==> config.mk <==
export PLATFORM = sky130hd
export DESIGN_NAME = cordic_pair_collector
export DESIGN_NICKNAME = d
export VERILOG_FILES = /design/src/rtl/cordic_pair_collector.sv
export SDC_FILE = /design/constraint.sdc
export NUM_CORES = 1
export LEC_CHECK = 0
export BUFFER_PORTS_ARGS = -buffer_cell sky130_fd_sc_hd__buf_2
export CORE_MARGIN = 3
export CORE_UTILIZATION = 30
export CTS_CLUSTER_SIZE = 40
export DETAILED_ROUTE_END_ITERATION = 10
export PLACE_DENSITY = 0.52
export SYNTH_ARGS = -nofsm -noshare
export SYNTH_HDL_FRONTEND = slang
export SYNTH_SLANG_ARGS = --single-unit
==> constraint.sdc <==
create_clock -name clk -period 5.77 [get_ports clk]
set_clock_uncertainty 0.15 [all_clocks]
set_input_delay 0 -clock clk [delete_from_list [all_inputs] [get_ports clk]]
set_output_delay 0 -clock clk [all_outputs]
set_load 0.05 [all_outputs]
==> src/rtl/cordic_pair_collector.sv <==
// Pairs consecutive CORDIC results for the final adder stage.
// Drops words arriving while a pair is held and flags lone results.
module cordic_pair_collector #(
  parameter int CORDIC_DATA_WIDTH = 22,
  parameter int FLOAT_DATA_WIDTH  = 32
) (
  input  logic                         clk,
  input  logic                         rst,
  input  logic                         clk_en,
  input  logic [CORDIC_DATA_WIDTH-1:0] result_in,
  input  logic [FLOAT_DATA_WIDTH-1:0]  squared_in,
  input  logic                         valid_in,
  input  logic                         pipeline_cleared,
  input  logic                         pair_ready,
  output logic [CORDIC_DATA_WIDTH-1:0] result_one,
  output logic [CORDIC_DATA_WIDTH-1:0] result_two,
  output logic [FLOAT_DATA_WIDTH-1:0]  sq_one,
  output logic [FLOAT_DATA_WIDTH-1:0]  sq_two,
  output logic                         pair_valid,
  output logic                         busy,
  output logic                         overrun,
  output logic                         orphan,
  output logic [15:0]                  pair_count
);

  localparam logic [1:0] WAIT_FIRST  = 2'b00;
  localparam logic [1:0] WAIT_SECOND = 2'b01;
  localparam logic [1:0] HOLD        = 2'b10;

  logic [1:0] state;
  logic [1:0] state_nxt;
  logic       cap_one;
  logic       cap_two;
  logic       xfer;
  logic       drop;
  logic       orphan_nxt;

  always_ff @(posedge clk or posedge rst) begin
    if (rst) begin
      state      <= WAIT_FIRST;
      result_one <= '0;
      result_two <= '0;
      sq_one     <= '0;
      sq_two     <= '0;
      overrun    <= 1'b0;
      orphan     <= 1'b0;
      pair_count <= 16'd0;
    end else if (clk_en) begin
      state  <= state_nxt;
      orphan <= orphan_nxt;
      if (cap_one) begin
        result_one <= result_in;
        sq_one     <= squared_in;
      end
      if (cap_two) begin
        result_two <= result_in;
        sq_two     <= squared_in;
      end
      if (xfer)
        pair_count <= pair_count + 16'd1;
      if (drop)
        overrun <= 1'b1;
    end
  end

  always_comb begin
    state_nxt  = state;
    cap_one    = 1'b0;
    cap_two    = 1'b0;
    xfer       = 1'b0;
    drop       = 1'b0;
    orphan_nxt = 1'b0;
    case (state)
      WAIT_FIRST: begin
        if (valid_in) begin
          cap_one   = 1'b1;
          state_nxt = WAIT_SECOND;
        end
      end
      WAIT_SECOND: begin
        if (valid_in) begin
          cap_two   = 1'b1;
          state_nxt = HOLD;
        end else if (pipeline_cleared) begin
          orphan_nxt = 1'b1;
          state_nxt  = WAIT_FIRST;
        end
      end
      HOLD: begin
        if (pair_ready) begin
          xfer = 1'b1;
          // a word arriving with the handoff starts the next pair
          if (valid_in) begin
            cap_one   = 1'b1;
            state_nxt = WAIT_SECOND;
          end else begin
            state_nxt = WAIT_FIRST;
          end
        end else if (valid_in) begin
          drop = 1'b1;
        end
      end
      default: state_nxt = WAIT_FIRST;
    endcase
  end

  always_comb begin
    pair_valid = (state == HOLD);
    busy       = (state == WAIT_SECOND) || (state == HOLD);
  end

endmodule

==> flow_summary.toml <==
[status]
status = "finished, final reports clean"

[route]
drt_iter0_drc = 96
dr.pass1.iters = 4
avgRoutedWirePerCell_um = 14.7
vias_per_cell = 4.37
vias = 3491
drc_errors = 0
ant_nets = 0
wirelength_um = 11700

[clock_network]
clkLatencyLatePin_ns = 0.41
clockBufferDepth = 2
cts-root-buf = "clkbuf_16"
clock_sinks = 128
path_clk_slew_ns = 0.05
cts-htree-levels = 4
cts_buffers = 17
cts_tree = "yes"
postCtsSetupBuffers = 0

[sta]
hold_viol_final = 0
clock.fmax_mhz = 412
timing.final.crit_period_ns = 2.43
slew_viol_final = 0
setup_viol = 0
setup_tns_ns = 0
period_share = 0.421
worst_slew_pin_slew_ns = 0.992
rsz0062_at_grt = "no"
relSlewSlack = 0.339

[worst_setup_path]
cp_data_required_time_ns = 5.90
rr_startpoint = "state[1]"
crit_path_top_delay_cell = "nand3_2"
path_max_fanout = 33
endpoint_kind = "flop"
worst-r2r-setup-slack_ns = 3.34
crit_chain = "inv_1 -> ha_1 -> nand3_2 -> buf_4 -> mux2_2"
reg2reg_to = "sq_two[26]"
crit_type = "reg2reg"
reg2reg_depth = 5
cp-start-kind = "flop"
arrival_ns = 2.56
crit_end = "sq_two[26]"
setup.worst_path.start = "state[1]"
max_stage_delay_ns = 0.53

[floorplan]
io_pins = 188
fp.coreArea_mm2 = 0.0162
die_w_um = 136
row_count = 46
die_h_um = 136
die_area_mm2 = 0.0184
initial_utilization = 0.313

[grt]
antenna_found_initial = 0
overflow = 0
grt_first_pass_wirelength_um = 18300
first_global_vias = 3547
grt_start_max_net_pins = 69
grt.total_usage = 0.127

[yosys]
syn_area_per_cell_um2 = 16.0
yosysTopAreaCellShare = 0.634
yosysWarnings = 0
synth_area_leaders = "dfrtp_1 (63%), mux2_2 (13%), mux2_1 (11%)"
syn_area_mm2 = 0.00506
yosysSeqAreaShare = 0.634
yosysTopAreaCell = "dfrtp_1"
yosysUniqueCellTypes = 27
synth_nets = 382
netlist_instances = 316
synth-seq-cells = 128

[layout]
drive_gt1_frac = 0.484
antennaDiodeCount = 0
area_delta_synth_final_pct = 44.1
fin_nets = 640

[place]
place.gp.congestion = 0.722
hpwl_um = 8000
portBuffers = 187

[run]
maxCapViolCount = 0

[min_path]
holdCritPathClass = "in2reg"
-- synth_stat cells, drive strengths merged --
| cell type | count |
|---|---|
| a31oi | 1 |
| xor2 | 3 |
| a21oi | 2 |
| nand4b | 1 |
| o21bai | 1 |
| nor4 | 1 |
| nand3 | 10 |
| nor3 | 2 |
| dfrtp | 128 |
| inv | 6 |
| nand2b | 1 |
| nand4 | 3 |
| buf | 11 |
| o211a | 1 |
| xnor2 | 12 |
| nor2 | 6 |
| ha | 6 |
| o21ai | 1 |
| nand3b | 1 |
| mux2 | 110 |
| mux2i | 1 |
| nand2 | 8 |
-- registers in the layout, indices dropped and copies added (netlist names) --
name and count:
orphan 1, overrun 1, pair_count 16, result_one 22, result_two 22, sq_one 32, sq_two 32, state 2
-- kinds of logic (layout without fill, tap and decap cells) --
family | after synthesis | after routing | synth area share
adders and majority gates | 6 | 6 | 0.0148
DFF | 128 | 128 | 0.634
and+or+nand+nor | 33 | 33 | 0.0413
muxes | 111 | 111 | 0.247
xor gates and xnor gates | 15 | 15 | 0.0260
buffers and inverters | 17 | 284 | 0.0267
AOI/OAI and AO/OA | 6 | 6 | 0.0106
-- per-stage QoR --
step,std cells,cell area (um2),worst slack [ns],hold WS [ns],util
final,799,7280,3.34,0.0567,0.450
after global routing,799,7280,3.16,0.0800,0.450
after CTS,799,7280,3.29,0.0519,0.450
after detailed placement,710,6170,3.31,0.0567,0.381
after global placement,710,6170,3.36,0.0457,0.381
after floorplan,316,5060,2.21,-0.0153,-
-- layout make-up --
class | count | area, um2
fill | 1506 | 8890
sequential | 128 | 3200
multi-input combinational | 171 | 1720
timing repair buffer | 250 | 1560
clock buffer | 20 | 437
tap | 216 | 270
clock inverter | 8 | 70.1
inverter | 6 | 25.0
-- placed cells by master, fill, tap and decap left out, types with 5 or more instances in the layout --
| cell type | instances |
|---|---|
| dfrtp_1 | 128 |
| mux2_2 | 60 |
| dlygate4sd3_1 | 61 |
| xnor2_1 | 12 |
| inv_1 | 5 |
| nand2_1 | 7 |
| clkinv_2 | 5 |
| mux2_1 | 50 |
| clkbuf_16 | 17 |
| buf_2 | 187 |
| nand3_1 | 7 |
| ha_1 | 6 |
| nor2_1 | 5 |
-- layer usage --
layer | global-route usage | routed length, um | up-vias
met5 | 0 | 0 | -
met4 | 0.0409 | 167 | 0
met3 | 0.0426 | 747 | 12
met2 | 0.205 | 5450 | 121
met1 | 0.162 | 5350 | 1729
li1 | - | - | 1629
-- worst max-delay path, delay by kind of cell (launching register included) --
family,cells,cell delay [ns]
AND/OR/NAND/NOR,1,0.53
buffers and inverters,2,0.62
adder cells (fa/ha/maj),1,0.24
flip-flops,1,0.41
multiplexers,1,0.33
-- worst min-delay path by stage --
stage / from / endpoint / slack [ns] / cells past startpoint
after detailed placement: rst / sq_two[18] / 0.06 / 2
after global placement: rst / sq_one[18] / 0.05 / 2
after floorplan: result_in[0] / result_one[0] / -0.02 / 1
final: pipeline_cleared / state[1] / 0.06 / 5
after CTS: pipeline_cleared / state[1] / 0.05 / 5
after global routing: pipeline_cleared / state[1] / 0.08 / 5
-- timing repair --
item / CTS / global route
endpoints found under the hold margin: 177 / 0
gates resized for setup: 0 / 0
hold buffers: 61 / 0
Power is left out: the tool's default activity adds up to more than one toggle a clock period on the data nets, which glitch-free logic cannot reach.
